--- config.mk ---
export PLATFORM = sky130hd
export DESIGN_NAME = circl_raster
export DESIGN_NICKNAME = d
export VERILOG_FILES = /design/src/rtl/circl_raster.sv
export SDC_FILE = /design/constraint.sdc
export NUM_CORES = 1
export LEC_CHECK = 0
export CAP_MARGIN = 20
export CORE_ASPECT_RATIO = 1.4
export CORE_MARGIN = 1
export CORE_UTILIZATION = 53
export DETAILED_ROUTE_END_ITERATION = 10
export PLACE_DENSITY_LB_ADDON = 0.08
export SETUP_SLACK_MARGIN = 0.2
export SYNTH_ARGS = -nofsm -noshare
export SYNTH_HDL_FRONTEND = slang
export SYNTH_SLANG_ARGS = --single-unit
--- constraint.sdc ---
create_clock -name fclk -period 5.4 [get_ports fclk]
set_input_delay 1.08 -clock fclk [delete_from_list [all_inputs] [get_ports fclk]]
set_output_delay 1.08 -clock fclk [all_outputs]
set_load 0.005 [all_outputs]
--- src/rtl/circl_raster.sv ---
// Raster-side consumer of the circle half-width LUT: beam counters, LUT addressing and per-pixel
// "inside circle" flag. Define CIRCL_RING_EN for outline (ring) drawing instead of a filled disc.
module circl_raster #(
    parameter int HCW  = 9,
    parameter int VCW  = 9,
    parameter int RMAX = 29
) (
    input  logic           fclk,
    input  logic           rst_n,
    input  logic           pix_stb,
    input  logic           line_start,
    input  logic           frame_start,
    input  logic [HCW-1:0] pos_x,
    input  logic [VCW-1:0] pos_y,
    input  logic           pos_we,
    output logic [4:0]     lut_addr,
    input  logic [4:0]     lut_data,
    output logic           pixel_on
);

    localparam logic [1:0] S_IDLE  = 2'd0;
    localparam logic [1:0] S_SETUP = 2'd1;
    localparam logic [1:0] S_LATCH = 2'd2;
    localparam logic [1:0] S_RUN   = 2'd3;

    localparam logic [4:0]     ADDR_TOP = 5'(RMAX + 1);
    localparam logic [VCW-1:0] DY_MAX   = VCW'(RMAX);

    logic [1:0]     state;
    logic [HCW-1:0] hcnt;
    logic [VCW-1:0] vcnt;
    logic [HCW-1:0] cx, pend_x;
    logic [VCW-1:0] cy, pend_y;
    logic [4:0]     hw;
    logic           row_act;
    logic           dy_ok_q;
    logic           row_edge;

    function automatic logic [HCW-1:0] sat_inc(input logic [HCW-1:0] v);
        return (v == '1) ? v : v + HCW'(1);
    endfunction

    function automatic logic [HCW-1:0] absdiff_h(input logic [HCW-1:0] a, input logic [HCW-1:0] b);
        return (a >= b) ? a - b : b - a;
    endfunction

    function automatic logic [VCW-1:0] absdiff_v(input logic [VCW-1:0] a, input logic [VCW-1:0] b);
        return (a >= b) ? a - b : b - a;
    endfunction

    // Line setup: the centre loaded at frame_start is already visible to a coincident line_start.
    logic [VCW-1:0] vcnt_nxt, cy_nxt, dy_nxt;
    logic [HCW-1:0] cx_nxt;
    logic           dy_ok_nxt;

    always_comb begin
        vcnt_nxt  = frame_start ? '0 : vcnt + VCW'(1);
        cx_nxt    = pos_we ? pos_x : pend_x;
        cy_nxt    = frame_start ? (pos_we ? pos_y : pend_y) : cy;
        dy_nxt    = absdiff_v(vcnt_nxt, cy_nxt);
        dy_ok_nxt = (dy_nxt <= DY_MAX);
    end

    // Pixel evaluation on the pre-increment horizontal count.
    logic [HCW-1:0] dx, hw_x;
    logic [HCW:0]   dx_p1;
    logic           hit;

    always_comb begin
        dx    = absdiff_h(hcnt, cx);
        hw_x  = HCW'(hw);
        dx_p1 = {1'b0, dx} + (HCW+1)'(1);
`ifdef CIRCL_RING_EN
        hit   = (dx == hw_x) || (dx_p1 == {1'b0, hw_x}) || (row_edge && (dx <= hw_x));
`else
        hit   = (dx <= hw_x);
`endif
    end

    always_ff @(posedge fclk or negedge rst_n) begin
        if (!rst_n) begin
            state    <= S_IDLE;
            hcnt     <= '0;
            vcnt     <= '1;
            cx       <= '0;
            cy       <= '0;
            pend_x   <= '0;
            pend_y   <= '0;
            hw       <= '0;
            row_act  <= 1'b0;
            dy_ok_q  <= 1'b0;
            row_edge <= 1'b0;
            lut_addr <= '0;
            pixel_on <= 1'b0;
        end else begin
            if (pos_we) begin
                pend_x <= pos_x;
                pend_y <= pos_y;
            end
            if (frame_start) begin
                cx <= cx_nxt;
                cy <= cy_nxt;
            end

            if (line_start)
                vcnt <= vcnt_nxt;
            else if (frame_start)
                vcnt <= '1;

            if (line_start)
                hcnt <= '0;
            else if (pix_stb)
                hcnt <= sat_inc(hcnt);

            if (line_start) begin
                state    <= S_SETUP;
                row_act  <= 1'b0;
                pixel_on <= 1'b0;
                dy_ok_q  <= dy_ok_nxt;
                row_edge <= (dy_nxt == DY_MAX);
                lut_addr <= dy_ok_nxt ? ADDR_TOP - dy_nxt[4:0] : 5'd0;
            end else begin
                if (pix_stb)
                    pixel_on <= row_act && (state == S_RUN) && hit;
                case (state)
                    S_SETUP: begin
                        hw      <= lut_data;
                        row_act <= dy_ok_q;
                        state   <= S_LATCH;
                    end
                    S_LATCH: state <= S_RUN;
                    S_RUN:   if (hcnt == '1) state <= S_IDLE;
                    default: state <= S_IDLE;
                endcase
            end
        end
    end

endmodule

==> results.yml, run 1 <==
run_status:
  status: "finished clean"
detailed_routing:
  wl_per_cell_um: 16.3
  viasPerCell: 5.64
  drc: 0
  wl_mm: 11.0
  drt_pass1_iterations: 4
  vias: 3815
  drtIter0Drc: 179
  final_antenna_net_count: 0
sta:
  slew_violations: 0
  setup_viol: 0
  rsz0062_at_grt: "no"
  hold_viol: 0
  fin_ws_ns: 0.699
  tns_ns: 0
  fin_crit_ns: 4.70
  tightest_slew_ns: 0.860
  period_share: 0.871
  holdWs_ns: 0.483
  fmax_mhz: 213
  clock_skew_ns: 0.00366
  slew_headroom: 0.427
hold_path:
  hp-class: "flop to flop"
  min_from: "pend_y[8]"
place:
  dp_hpwl_mm: 8.52
  dpl_worst_slack_ns: 0.399
  dp_cells: 661
  io_buffer_count: 34
  gp_congestion: 0.875
power_and_ir_drop:
  p_total_w: 0.00189
  power.density_mw_per_mm2: 338
  p_leak_nw: 2.71
  ir_worst_vdd_mv: 0.197
synthesis:
  ys.flop_type: "dfrtp_1"
  syn_inst: 538
  yosysMostFrequentCell: "inv_1"
  syn_area_per_cell_um2: 9.09
  synth.distinct_cells: 58
  ys_ff_latch: 69
  synthTopCellsByArea: "dfrtp_1 (31%), ha_1 (12%), inv_1 (5.0%), dfstp_2 (4.8%), a21oi_1 (4.4%)"
  yosysTopAreaCellShare: 0.307
  synth.top_cells.by_count: "inv_1 (65), dfrtp_1 (60), ha_1 (45)"
  synth_nets: 616
  synth-edff-count: 0
  async_flop_share: 1.00
  yosysSeqAreaShare: 0.355
  yosysWarningCount: 0
  yosys.area.top_type: "dfrtp_1"
  synth.cell_area_mm2: 0.00489
floorplan:
  core-area_mm2: 0.00898
  die_x_um: 83.2
  die_h_um: 116
  start_util: 0.545
  dieArea_mm2: 0.00962
  core.rowCount: 41
  ios: 35
critical_path:
  cp.required_ns: 5.67
  reg2reg_from: "hcnt[1]"
  startpoint_type: "flop"
  worstSetupEndpointType: "flop"
  arrival_ns: 4.97
  path_max_fanout: 5
  worstSetupPathType: "flop to flop"
  startpoint: "hcnt[1]"
clock_tree:
  ctsHtreeMaxLevel: 3
  cts.clk_slew.worst_paths_ns: 0.06
  cts_sinks: 69
  cts-resized-gates: 0
  ctsHoldBuffers: 0
  clkLatencyLatePin_ns: 0.33
  root_buffer: "clkbuf_16"
  cts_tree: "yes"
  numCtsBuffers: 9
  cts_buffer_depth: 2
  postCtsSetupBuffers: 0
cells_and_area:
  n_fill_cell: 791
  drive_above_1_share: 0.105
  area_delta_synth_final_pct: 14.1
  stdcell_count: 677
  nets: 643
  antenna_cells: 0
run:
  maxCapViolCount: 0
global_route:
  grt_pass1_vias: 4025
  antenna_found_initial: 0
  grt_pass1_wl_mm: 18.8
  grt-ovfl-total: 0
  gr-usage-all-layers: 0.251
  grt_max_degree: 70
[per-layer routing]
| layer | track usage | vias up | share of wire | routed length (µm) |
|---|---|---|---|---|
| li1 | - | 1888 | - | - |
| met1 | 0.264 | 1828 | 0.39 | 4280 |
| met2 | 0.471 | 68 | 0.54 | 5990 |
| met3 | 0.0420 | 31 | 0.021 | 236 |
| met4 | 0.146 | 0 | 0.046 | 512 |
| met5 | 0 | - | 0 | 0 |
[sequential cells by signal, indices dropped and copies added, names as in the netlist]
| signal | count |
|---|---|
| lut_addr | 5 |
| pend_x | 9 |
| pend_y | 9 |
| hcnt | 9 |
| hw | 5 |
| cx | 9 |
| row_act | 1 |
| pixel_on | 1 |
| dy_ok_q | 1 |
| vcnt | 9 |
| cy | 9 |
| state | 2 |
[logic make-up after synthesis]
logic type | Yosys count | share of synthesized area
AO/OA/AOI/OAI | 133 | 0.178
XOR/XNOR | 31 | 0.0555
adder cells (fa/ha/maj) | 49 | 0.132
buffers and inverters | 90 | 0.0757
flip-flops | 69 | 0.355
multiplexers | 28 | 0.0601
AND/OR/NAND/NOR | 138 | 0.144
[placed cells by master, fill, tap and decap left out, types with 3 or more instances in the layout]
cell type	n
nand4_1	6
o21ai_0	24
clkdlybuf4s50_1	32
nor2_1	36
nand3_1	9
xor2_1	9
o21bai_1	3
clkinvlp_4	3
a21oi_1	43
o2111ai_1	5
ha_1	45
nand2_1	32
o21a_1	5
nand2b_1	7
o2bb2ai_1	3
a21o_1	18
mux2_2	11
nor3_1	10
clkbuf_16	9
dfstp_2	9
a211oi_1	6
mux2i_1	17
a221oi_1	4
and3_1	8
dfrtp_1	60
nor2b_1	11
or2_2	7
buf_4	7
fa_1	4
inv_1	65
xnor2_1	22
[per-stage QoR]
step	util	instance area, µm²
finish	0.622	5580
global route	0.622	5580
CTS	0.622	5580
detailed placement	0.588	5280
global placement	0.588	5280
floorplan	-	4890
[critical path, cell delays in order (launching register included)]
cell	delay, ns
dfrtp_1	0.45
inv_1	0.13
ha_1	0.33
nor2b_1	0.13
o21ai_0	0.31
a21oi_1	0.18
o311ai_0	0.35
nand2_1	0.10
a21oi_1	0.27
buf_4	0.22
mux2i_1	0.23
xnor2_1	0.16
ha_1	0.26
o21ai_0	0.08
nand2b_1	0.07
a211o_1	0.29
a21oi_1	0.27
nand4_1	0.11
a2111oi_0	0.52
a221o_1	0.18
[layout make-up]
| type | count | area [µm²] | share of cell area |
|---|---|---|---|
| Inverter | 65 | 244 | 0.0437 |
| Tap cell | 107 | 134 | 0.0240 |
| Clock inverter | 7 | 75.1 | 0.0135 |
| Clock buffer | 9 | 225 | 0.0404 |
| Timing Repair Buffer | 41 | 383 | 0.0686 |
| Sequential cell | 69 | 1740 | 0.311 |
| Multi-Input combinational cell | 379 | 2780 | 0.498 |
[power by group]
part / internal, W / switching [W] / total (W)
clock network: 0.000359 / 0.000231 / 0.000590
registers: 0.000595 / 0.0000403 / 0.000635
logic: 0.000295 / 0.000366 / 0.000662
total: 0.00125 / 0.000638 / 0.00189
[worst paths after layout]
check | endpoint | slack, ns | cells after the start
worst max-delay path | pixel_on | 0.70 | 19
worst max register to register | pixel_on | 0.70 | 19
worst min register to register | pend_y[8] | 0.48 | 2
min in group asynchronous | hw[0] | 0.93 | 2
max in group asynchronous | pixel_on | 3.90 | 2
worst min-delay path | pend_y[8] | 0.48 | 2
Note: power is estimated with default switching activity, not from simulation.
==> run 2, diff against run 1 <==
--- a/config.mk
+++ b/config.mk
@@ -10,6 +10,7 @@
 export CORE_MARGIN = 1
 export CORE_UTILIZATION = 53
 export DETAILED_ROUTE_END_ITERATION = 10
+export GPL_TIMING_DRIVEN = 0
 export PLACE_DENSITY_LB_ADDON = 0.08
 export SETUP_SLACK_MARGIN = 0.2
 export SYNTH_ARGS = -nofsm -noshare
==> constraint.sdc (replaced) <==
create_clock -name fclk -period 4.06 [get_ports fclk]
set_input_delay 0.812 -clock fclk [delete_from_list [all_inputs] [get_ports fclk]]
set_output_delay 0.812 -clock fclk [all_outputs]
set_load 0.005 [all_outputs]
==> run 2 against run 1 <==
  * Sequential power rose by 34%
  * Clock power rose by 26%
  * Design area rose by 15%
  * Power rose by 42%
  * Worst setup slack got worse by 0.42 ns
  * Global-route usage rose by 0.60 points
  * Combinational power rose by 63%
  * Die area did not move
  * Sequential share of layout area fell by 4.0 points
  * Critical path depth fell by 3
  * Cell count rose by 8.7%
  * Critical path type unchanged
==> results.yml, run 2 (same netlist as run 1, synthesis figures left out) <==
global_route:
  grt-ovfl-total: 0
  grt_max_degree: 70
  antenna_found_initial: 0
  grt_pass1_wl_mm: 19.2
  grt_pass1_vias: 4125
  gr-usage-all-layers: 0.257
clock_tree:
  ctsHoldBuffers: 0
  root_buffer: "clkbuf_16"
  clkLatencyLatePin_ns: 0.33
  numCtsBuffers: 9
  cts.clk_slew.worst_paths_ns: 0.06
  cts_buffer_depth: 2
  cts_tree: "yes"
  cts_sinks: 69
  ctsHtreeMaxLevel: 3
sta:
  slew_violations: 0
  holdWs_ns: 0.485
  rsz0062_at_grt: "yes"
  setup_viol: 0
  fin_crit_ns: 3.79
  hold_viol: 0
  slew_headroom: 0.410
  fmax_mhz: 264
  clock_skew_ns: 0.00628
  tightest_slew_ns: 0.885
  period_share: 0.932
cells_and_area:
  stdcell_count: 736
  area_delta_synth_final_pct: 31.3
  most-common-layout-cells: "dfrtp_1 (55), inv_1 (54), buf_4 (41)"
  final_common_cell: "dfrtp_1"
  drive_above_1_share: 0.286
  multi_input_area_mm2: 0.00315
  nets: 702
  regArea_mm2: 0.00174
  antenna_cells: 0
  n_fill_cell: 699
detailed_routing:
  wl_mm: 12.2
  viasPerCell: 5.61
  drt_pass1_iterations: 4
  drtIter0Drc: 167
  vias: 4131
  drc: 0
  wl_per_cell_um: 16.6
  final_antenna_net_count: 0
place:
  gp_congestion: 0.871
  dp_hpwl_mm: 8.53
  io_buffer_count: 32
  dp_cells: 677
critical_path:
  worstSetupEndpointType: "flop"
  arrival_ns: 4.04
  cp.required_ns: 4.32
  startpoint_type: "flop"
  worstSetupPathType: "flop to flop"
  path_max_fanout: 5
floorplan:
  core.rowCount: 41
  start_util: 0.545
  core-area_mm2: 0.00898
  die_x_um: 83.2
  ios: 35
  die_h_um: 116
  dieArea_mm2: 0.00962
power_and_ir_drop:
  ir_worst_vdd_mv: 0.273
  p_leak_nw: 2.98
  power.density_mw_per_mm2: 417
hold_path:
  hp-class: "flop to flop"
run_status:
  status: "finished clean"
run:
  maxCapViolCount: 0
run 2: cell types whose count changed in the layout (fill, tap and decap cells not counted), moves of 10 or more:
cell	before	now
buf_4	7	41
ha_1	45	31
a21oi_1	43	31
inv_1	65	54
inv_2	0	11
a21oi_2	0	10
buf_6	0	10
run 2: path summary, 6_finish.rpt:
| path | start | endpoint | slack, ns | cells after the start |
|---|---|---|---|---|
| worst max-delay path | vcnt[1] | lut_addr[2] | 0.27 | 16 |
| min in group asynchronous | rst_n | hw[2] | 0.60 | 1 |
| max in group asynchronous | rst_n | hcnt[5] | 2.82 | 1 |
| worst min register to register | lut_addr[2] | lut_addr[2] | 0.49 | 1 |
| worst min-delay path | lut_addr[2] | lut_addr[2] | 0.49 | 1 |
| worst max register to register | vcnt[1] | lut_addr[2] | 0.27 | 16 |
run 2: worst max-delay path, stage by stage (launching register included):
cell       delay (ns)
dfstp_2          0.58
and3_4           0.20
buf_8            0.12
nand3_2          0.07
xor2_1           0.14
or2_4            0.25
inv_1            0.06
ha_1             0.24
buf_6            0.13
and4_4           0.18
and2_4           0.14
o31a_1           0.32
nor3_4           0.17
o2111ai_2        0.14
or4b_4           0.55
a32o_2           0.29
o2bb2ai_1        0.13
run 2: area by class of cell:
class / instances / area share
inverter: 65 / 0.0380
clock buffer: 10 / 0.0372
tap: 107 / 0.0208
timing repair buffer: 75 / 0.102
buffer: 25 / 0.0329
clock inverter: 6 / 0.00721
multi-input combinational: 379 / 0.491
sequential: 69 / 0.272
run 2: routing by layer:
metal  vias to the layer above  track usage  part of all wire
met5                         -            0                 0
met4                         0        0.151             0.048
met3                        39       0.0413             0.022
met2                        69        0.497              0.54
met1                      2007        0.259              0.39
li1                       2016            -                 -
run 2: per-stage QoR:
step                TNS, ns  instance area (µm²)  total power [W]   util  setup slack, ns
global placement      -9.27                 5440          0.00173  0.606           -0.374
detailed placement    -1.92                 5440          0.00176  0.606           -0.406
finish                    0                 6420          0.00268  0.715            0.274
floorplan                 0                 4990          0.00153      -            0.203
CTS                       0                 5910          0.00255  0.658            0.206
global route              0                 6420          0.00285  0.715            0.128
run 2: where the power goes:
part	switching (W)	internal, W
Clock	0.000309	0.000434
Sequential	0.0000563	0.000792
Combinational	0.000555	0.000529
Total	0.000921	0.00175
run 2: timing repair:
item                                    4_1_cts  5_1_grt
gates cloned                                  0        1
resized for setup                            28       77
endpoints found under the setup margin        7        7
buffers inserted                             11       31
pin swaps                                    15       41
==> run 3, diff against run 2 <==
--- a/config.mk
+++ b/config.mk
@@ -9,8 +9,10 @@
 export CORE_ASPECT_RATIO = 1.4
 export CORE_MARGIN = 1
 export CORE_UTILIZATION = 53
+export CTS_CLUSTER_DIAMETER = 80
 export DETAILED_ROUTE_END_ITERATION = 10
 export GPL_TIMING_DRIVEN = 0
+export HOLD_SLACK_MARGIN = 0.06
 export PLACE_DENSITY_LB_ADDON = 0.08
 export SETUP_SLACK_MARGIN = 0.2
 export SYNTH_ARGS = -nofsm -noshare
==> results of run 3 <==
No change in the layout: final DEF, timing and power equal those of run 2.
